$ cat config.mk
export PLATFORM = sky130hd
export DESIGN_NAME = aircon_scheduler
export DESIGN_NICKNAME = d
export VERILOG_FILES = /design/src/rtl/aircon_scheduler.sv
export SDC_FILE = /design/constraint.sdc
export NUM_CORES = 1
export LEC_CHECK = 0
export CORE_UTILIZATION = 28
export DETAILED_ROUTE_END_ITERATION = 16
export DONT_BUFFER_PORTS = 1
export PLACE_DENSITY = 0.51
export SLEW_MARGIN = 10
export SYNTH_ARGS = -nofsm -noshare
export SYNTH_HDL_FRONTEND = slang
export SYNTH_SLANG_ARGS = --single-unit
$ cat constraint.sdc
create_clock -name clk -period 3.6 [get_ports clk]
set_input_delay 0.54 -clock clk [delete_from_list [all_inputs] [get_ports clk]]
set_output_delay 0.54 -clock clk [all_outputs]
set_load 0.02 [all_outputs]
$ cat src/rtl/aircon_scheduler.sv
// Heater/cooler sequencing FSM with hysteresis, minimum run time and a dead time between runs.
// One shared cycle counter times both the run minimum and the dead time.
module aircon_scheduler #(
    parameter int HEAT_ON   = 18,
    parameter int TARGET    = 20,
    parameter int COOL_ON   = 22,
    parameter int MIN_RUN   = 4,
    parameter int DEAD_TIME = 3,
    parameter int CNT_W     = 8
) (
    input  logic       clk,
    input  logic       rst,
    input  logic       enable,
    input  logic [4:0] temperature,
    output logic       heating,
    output logic       cooling,
    output logic       lockout,
    output logic [1:0] state
);

    typedef enum logic [1:0] {
        S_IDLE = 2'b00,
        S_HEAT = 2'b01,
        S_COOL = 2'b10,
        S_LOCK = 2'b11
    } state_t;

    localparam logic [4:0]       HEAT_ON_T = 5'(HEAT_ON);
    localparam logic [4:0]       TARGET_T  = 5'(TARGET);
    localparam logic [4:0]       COOL_ON_T = 5'(COOL_ON);
    localparam logic [CNT_W-1:0] RUN_LAST  = CNT_W'(MIN_RUN - 1);
    localparam logic [CNT_W-1:0] DEAD_LAST = CNT_W'(DEAD_TIME - 1);
    localparam logic [CNT_W-1:0] CNT_MAX   = {CNT_W{1'b1}};

    state_t           state_q, state_d;
    logic [CNT_W-1:0] cnt_q, cnt_d, cnt_inc;
    logic             heating_q, cooling_q, lockout_q;

    assign cnt_inc = (cnt_q == CNT_MAX) ? cnt_q : cnt_q + CNT_W'(1);

    always_comb begin
        state_d = state_q;
        cnt_d   = cnt_inc;
        case (state_q)
            S_IDLE: begin
                cnt_d = '0;
                if (enable && temperature <= HEAT_ON_T) begin
                    state_d = S_HEAT;
                end else if (enable && temperature >= COOL_ON_T) begin
                    state_d = S_COOL;
                end
            end
            S_HEAT: begin
                // enable low cuts the run short; otherwise hold until target and minimum run are both met
                if (!enable || (temperature >= TARGET_T && cnt_q >= RUN_LAST)) begin
                    state_d = S_LOCK;
                    cnt_d   = '0;
                end
            end
            S_COOL: begin
                if (!enable || (temperature <= TARGET_T && cnt_q >= RUN_LAST)) begin
                    state_d = S_LOCK;
                    cnt_d   = '0;
                end
            end
            S_LOCK: begin
                if (cnt_q == DEAD_LAST) begin
                    state_d = S_IDLE;
                    cnt_d   = '0;
                end
            end
            default: begin
                state_d = S_IDLE;
                cnt_d   = '0;
            end
        endcase
    end

    always_ff @(posedge clk) begin
        if (rst) begin
            state_q   <= S_IDLE;
            cnt_q     <= '0;
            heating_q <= 1'b0;
            cooling_q <= 1'b0;
            lockout_q <= 1'b0;
        end else begin
            state_q   <= state_d;
            cnt_q     <= cnt_d;
            heating_q <= (state_d == S_HEAT);
            cooling_q <= (state_d == S_COOL);
            lockout_q <= (state_d == S_LOCK);
        end
    end

    assign heating = heating_q;
    assign cooling = cooling_q;
    assign lockout = lockout_q;
    assign state   = state_q;

endmodule

==> impl_results.md, run 1 <==
* Max Clock Skew at 4.827 ps
* Post-synth EDFFs at 0
* Syn nets at 94
* Global-route wire length before repair at 2.580 mm
* Mean routed wirelength per cell at 13.55 um
* DPL Wire Length at 1.144 mm
* Clk sinks at 13
* Htree depth at 1
* Commonest non-fill, non-tap cells in the layout: dfxtp_1, nor2_1, inv_1, nor3_1, a21oi_1
* Pwr Total at 284.6 uW
* CTS Buf Count at 3
* # DRC at 0
* TritonCTS clock tree: done
* Crit. Startpoint: cnt_q[1]
* Final-report hold violation count at 0
* CP Data Required Time at ~3700 ps
* # nets final at 96
* PostCTS Resize Cnt at 0
* Die W at 52.51 um
* Max Cap Violations at 0
* Worst-Skew Late Latency at 270 ps
* Reg area at ~260 um2
* Pin count of the biggest net entering global routing at 10
* Relative slew margins at 0.2451
* Gr ovfl total at 0
* Area taken by multi-input logic gates at 419.2 um2
* Layout cell share with drive strength beyond 1 at 0.09412
* Max stage delay on crit path at 900 ps
* Setup violators final at 0
* Power Density at 372.9 nW/um2
* GR Util All Layers at 0.1306
* Die height at 52.51 um
* Core ar. at 2297 um2
* Slowest library cell on the worst path: o311ai_1
* RSZ-0062 raised after global routing: false
* Final min period at 2264 ps
* Port bufs at 0
* Hold_buf cts at 0
* Post-synthesis cell area at 714.4 um2
* Clock-pin slew on the worst setup and hold paths at 80 ps
* IO Pins at 13
* CP Buf/Inv Count at 0
* Worst-margin pin slew at between 1000 and 1500 ps
* Row cnt at 17
* Status: finished clean
* Top_reg_cell synth: dfxtp_1
* Setup TNS after final layout at 0 ps
* GPL Wtd Cong at 0.7421
* Vias/cell at 5.708
* Worst-path cell chain: ha_1 > nor3_1 > and3_2 > o311ai_1 > a221oi_1
* Fillers at between 200 and 300
* CP Capture Type: register
* Critical path's top delay family: compound AO/OA/AOI/OAI gates
* Startpoint Class: register
* # diodes at 0
* Initial antenna violation count at 0
* Fraction of registers with async set/reset at 0
* 1st-pass router iterations at 4
* Syn avg cell area at 8.505 um2
* Tightest Hold Check Type: input pin to register
* Critical path class: register to register
* Commonest non-fill, non-tap cell in the layout: dfxtp_1
* First-iteration detailed-routing DRC count at 13
* Leakage power at 0.2468 nW
* Area delta synth->final at 6.830%
* Yosys cell types at 31
* Post-DRT Antenna Nets at 0
* Sequential area share after synthesis at 0.3643
* Mapped Cells at 84
* Hold Path Origin: rst
* CP max FO at 8
* Vias at 645
* Clk buf depth at 2
* Peak VDD IR at approximately 0.15 mV
* Vias in the first global route at 563
* Data arrival, critical path at between 2000 and 2500 ps
* Reg-to-reg critical path startpoint: cnt_q[1]
* Setup Fix Bufs, Post-CTS at 0
* Ys Warns at 0
* Max Transition Viols Final at 0
* #FFs+latches synth at 13
* Die area at 2757 um2
* CTS Root Cell: clkbuf_4
* Max Fclk at 441.7 MHz
* Starting Density at 0.3110
* Final period util at 0.6289
* Total wire length at 1.531 mm
==> kinds of logic after synthesis <==
group | Yosys count | share of synthesized area
and+or+nand+nor | 32 | 0.2645
AOI/OAI and AO/OA | 24 | 0.2382
DFF | 13 | 0.3643
buffers and inverters | 9 | 0.04903
xor gates and xnor gates | 4 | 0.04903
adders and majority gates | 2 | 0.03502
==> state kept, by name, summed over array words and instances, names as in the netlist <==
| signal | flops |
|---|---|
| cooling | 1 |
| state | 2 |
| lockout | 1 |
| heating | 1 |
| cnt_q | 8 |
==> worst reg2reg max path: stages (launching register included) <==
cell	delay, ps
dfxtp_1	410
ha_1	230
nor3_1	80
and3_2	250
o311ai_1	900
a221oi_1	220
==> area by class of cell <==
type                            count  area share
Tap cell                           28     0.04590
Sequential cell                    13      0.3410
Multi-Input combinational cell     62      0.5492
Inverter                            6     0.02951
Clock buffer                        4     0.03443
==> metrics by stage <==
| stage | setup slack [ps] | utilization | cell area (um2) | hold slack, ps | std cells |
|---|---|---|---|---|---|
| 3_5_place_dp | 1354 | 0.3208 | 737.0 | 539.0 | 109 |
| 4_1_cts | 1358 | 0.3322 | 763.2 | 322.7 | 113 |
| 6_report | 1336 | 0.3322 | 763.2 | 333.5 | 113 |
| 5_1_grt | 1209 | 0.3322 | 763.2 | 310.2 | 113 |
| 2_1_floorplan | 1812 | - | 714.4 | 489.2 | 84 |
| 3_3_place_gp | 1463 | 0.3208 | 737.0 | 527.5 | 109 |
==> where the power goes <==
| group | internal [mW] | switching [mW] | total, mW |
|---|---|---|---|
| sequential | 0.151 | 0.0153 | 0.166 |
| clock | 0.0429 | 0.0447 | 0.0876 |
| combinational | 0.0130 | 0.0176 | 0.0305 |
==> final timing paths <==
check	to	slack, ps	depth (start not counted)
setup / recovery	cnt_q[1]	1340	5
hold / removal	state[1]	330	1
setup reg to reg	cnt_q[1]	1340	5
hold reg to reg	cnt_q[6]	550	2
==> cell usage after synthesis, drive strengths merged (2+ instances only) <==
cell,count,share of area
dfxtp,13,0.36
nor2,9,0.047
a21oi,6,0.042
inv,6,0.032
nor3,6,0.042
a221oi,4,0.049
nand3,4,0.035
xnor2,4,0.049
nand2,3,0.016
nand4,3,0.026
o21ai,3,0.021
a211oi,2,0.021
and4,2,0.028
clkbuf,2,0.011
ha,2,0.035
nor4,2,0.039
==> layer usage <==
layer,GRT usage,vias to the layer above,routed length (um)
li1,-,323,-
met1,0.1603,299,713
met2,0.1920,21,704
met3,0.06377,2,94
met4,0.05263,0,17
met5,0,-,0
Power figures use the tool's default switching activity.
==> inputs of run 2 (changes only) <==
==> constraint.sdc (replaced) <==
create_clock -name clk -period 2.3 [get_ports clk]
set_input_delay 0.345 -clock clk [delete_from_list [all_inputs] [get_ports clk]]
set_output_delay 0.345 -clock clk [all_outputs]
set_load 0.02 [all_outputs]
==> run 2 against run 1 <==
Hold slack lost 200 ps. Cell count up 0.88%. Via count up 0.62%. Final area rose by 0.98%. Die area is the same. Sequential power increased by 57%. Utilization increased by 0.33 points. Register-to-register slack worse by 920 ps. Clock power rose by 59%. Critical path depth unchanged. Largest power group unchanged.
==> impl_results.md, run 2 (synthesis results as in run 1) <==
* Status: finished clean
* Final period util at 0.8207 (+0.1918)
* Crit. Startpoint: cnt_q[0]
* First-iteration detailed-routing DRC count at 15 (+2)
* Die W at 52.51 um (unchanged)
* Leakage power at 0.2510 nW (+1.7%)
* Worst-margin pin slew at 413.5 ps (-701.3 ps)
* Hold_buf cts at 0 (unchanged)
* Area delta synth->final at 7.881%
* Commonest non-fill, non-tap cells in the layout: dfxtp_1, nor2_1, inv_1, nor3_1, a21oi_1
* GPL Wtd Cong at 0.7234 (-2.5%)
* Area taken by multi-input logic gates at 419.2 um2 (unchanged)
* Htree depth at 1 (unchanged)
* Slowest library cell on the worst path: a2111o_1
* Reg area at 260.3 um2 (unchanged)
* Worst-Skew Late Latency at 270 ps (about the same)
* Total wire length at 1.588 mm (+3.7%)
* TritonCTS clock tree: done
* Mean routed wirelength per cell at 13.93 um (+2.8%)
* Most flops, register: cnt_q
* Fillers at 255 (+0.79%)
* Die height at 52.51 um (unchanged)
* Power Density at 583.9 nW/um2 (+57%)
* Setup Fix Bufs, Post-CTS at 0 (unchanged)
* Global-route wire length before repair at 2.746 mm (+6.4%)
* PostCTS Resize Cnt at 0 (unchanged)
* Setup violators final at 0 (unchanged)
* Worst hold slack at 129.3 ps (-204.2 ps)
* Setup TNS after final layout at 0 ps (unchanged)
* Gr ovfl total at 0 (unchanged)
* Core ar. at 2297 um2 (unchanged)
* # nets final at 97 (+1.0%)
* Clk sinks at 13 (unchanged)
* 1st-pass router iterations at 4 (unchanged)
* # diodes at 0 (unchanged)
* Vias in the first global route at 618 (+9.8%)
* Final Util at 0.3355 (+0.003268)
* Vias at 649 (+0.62%)
* Hold Path Origin: rst
* Startpoint Class: register
* Data arrival, critical path at 2070 ps (-290 ps)
* Vias/cell at 5.693 (-0.26%)
* Max Cap Violations at 0 (unchanged)
* Critical path class: register to register
* Worst setup path endpoint: cnt_q[7]
* IO Pins at 13 (unchanged)
* CTS Buf Count at 3 (unchanged)
* Peak VDD IR at 0.3596 mV (+130%)
* Final min period at 1888 ps (-376.3 ps)
* Initial antenna violation count at 0 (unchanged)
* Die area at 2757 um2 (unchanged)
* RSZ-0062 raised after global routing: false
* Starting Density at 0.3110 (unchanged)
* Tightest Hold Check Type: input pin to register
* Port bufs at 0 (unchanged)
* Max Fclk at 529.8 MHz (+20%)
* CP Data Required Time at 2480 ps (-1220 ps)
* FF-to-FF path depth at 5 (unchanged)
* CP max FO at 8 (unchanged)
* Relative slew margins at 0.7239 (+0.4789)
* R2R Path End: cnt_q[7]
* Clk buf depth at 2 (unchanged)
* Max Transition Viols Final at 0 (unchanged)
* Max FFs per register at 8 (unchanged)
* Clock-pin slew on the worst setup and hold paths at 80 ps (about the same)
* GR Util All Layers at 0.1396 (+0.008987)
* DPL Wire Length at 1.135 mm (-0.75%)
* Pin count of the biggest net entering global routing at 10 (unchanged)
* Max Clock Skew at 3.215 ps (-1.612 ps)
* Reg-to-reg critical path startpoint: cnt_q[0]
* Final-report hold violation count at 0 (unchanged)
* CTS Root Cell: clkbuf_4
* # DRC at 0 (unchanged)
* Post-DRT Antenna Nets at 0 (unchanged)
* Row cnt at 17 (unchanged)
* CP Capture Type: register
* Worst-path cell chain: ha_1 > nor3_1 > nand3_2 > a2111o_1 > a221oi_1
* Max stage delay on crit path at 520 ps (-380 ps)
* R2R Setup Slk at 410 ps (-920 ps)
* Layout cell share with drive strength beyond 1 at 0.1047 (+0.01053)
* Commonest non-fill, non-tap cell in the layout: dfxtp_1
==> run 2: cell count changes in the layout (fill, tap and decap cells not counted), sizes merged <==
| cell | delta |
|---|---|
| buf | +1 |
==> run 2: worst max-delay path: cells and delay by family, from the launching register on <==
family	cells	cell delay, ps
simple gates	2	350
compound gates	2	840
flops	1	350
fa+ha+maj	1	250
==> run 2: final cells by class <==
class | instances | area share
Sequential cell | 13 | 0.3377
Timing Repair Buffer | 1 | 0.009740
Multi-Input combinational cell | 62 | 0.5438
Tap cell | 28 | 0.04545
Inverter | 6 | 0.02922
Clock buffer | 4 | 0.03409
==> run 2: how the worst min path moves through the flow <==
| stage | end | slack, ps | cells after the start |
|---|---|---|---|
| after floorplan | state[1] | 420 | 1 |
| after global placement | state[1] | 420 | 1 |
| after detailed placement | state[1] | 420 | 1 |
| after CTS | state[1] | 120 | 1 |
| after global routing | cooling | 110 | 1 |
| final | state[1] | 130 | 1 |
==> run 2: where the power goes <==
group / switching [mW] / internal (mW)
logic: 0.0289 / 0.0213
registers: 0.0241 / 0.237
clock network: 0.0721 / 0.0672
total: 0.125 / 0.325
==> run 2: stage by stage <==
step	setup slack, ps	area, um2	cells	total power [mW]
floorplan	511.9	714.4	84	0.3023
global placement	483.5	744.5	110	0.3148
CTS	421.3	770.7	114	0.4589
global route	241.7	770.7	114	0.4758
finish	412.4	770.7	114	0.4500
detailed placement	419.0	744.5	110	0.3154
==> run 2: routing by layer <==
layer / track usage / vias to the layer above / part of all wire
met3: 0.06087 / 4 / 0.042
li1: - / 324 / -
met5: 0 / - / 0
met2: 0.2131 / 15 / 0.48
met1: 0.1759 / 306 / 0.47
met4: 0.03947 / 0 / 0.012
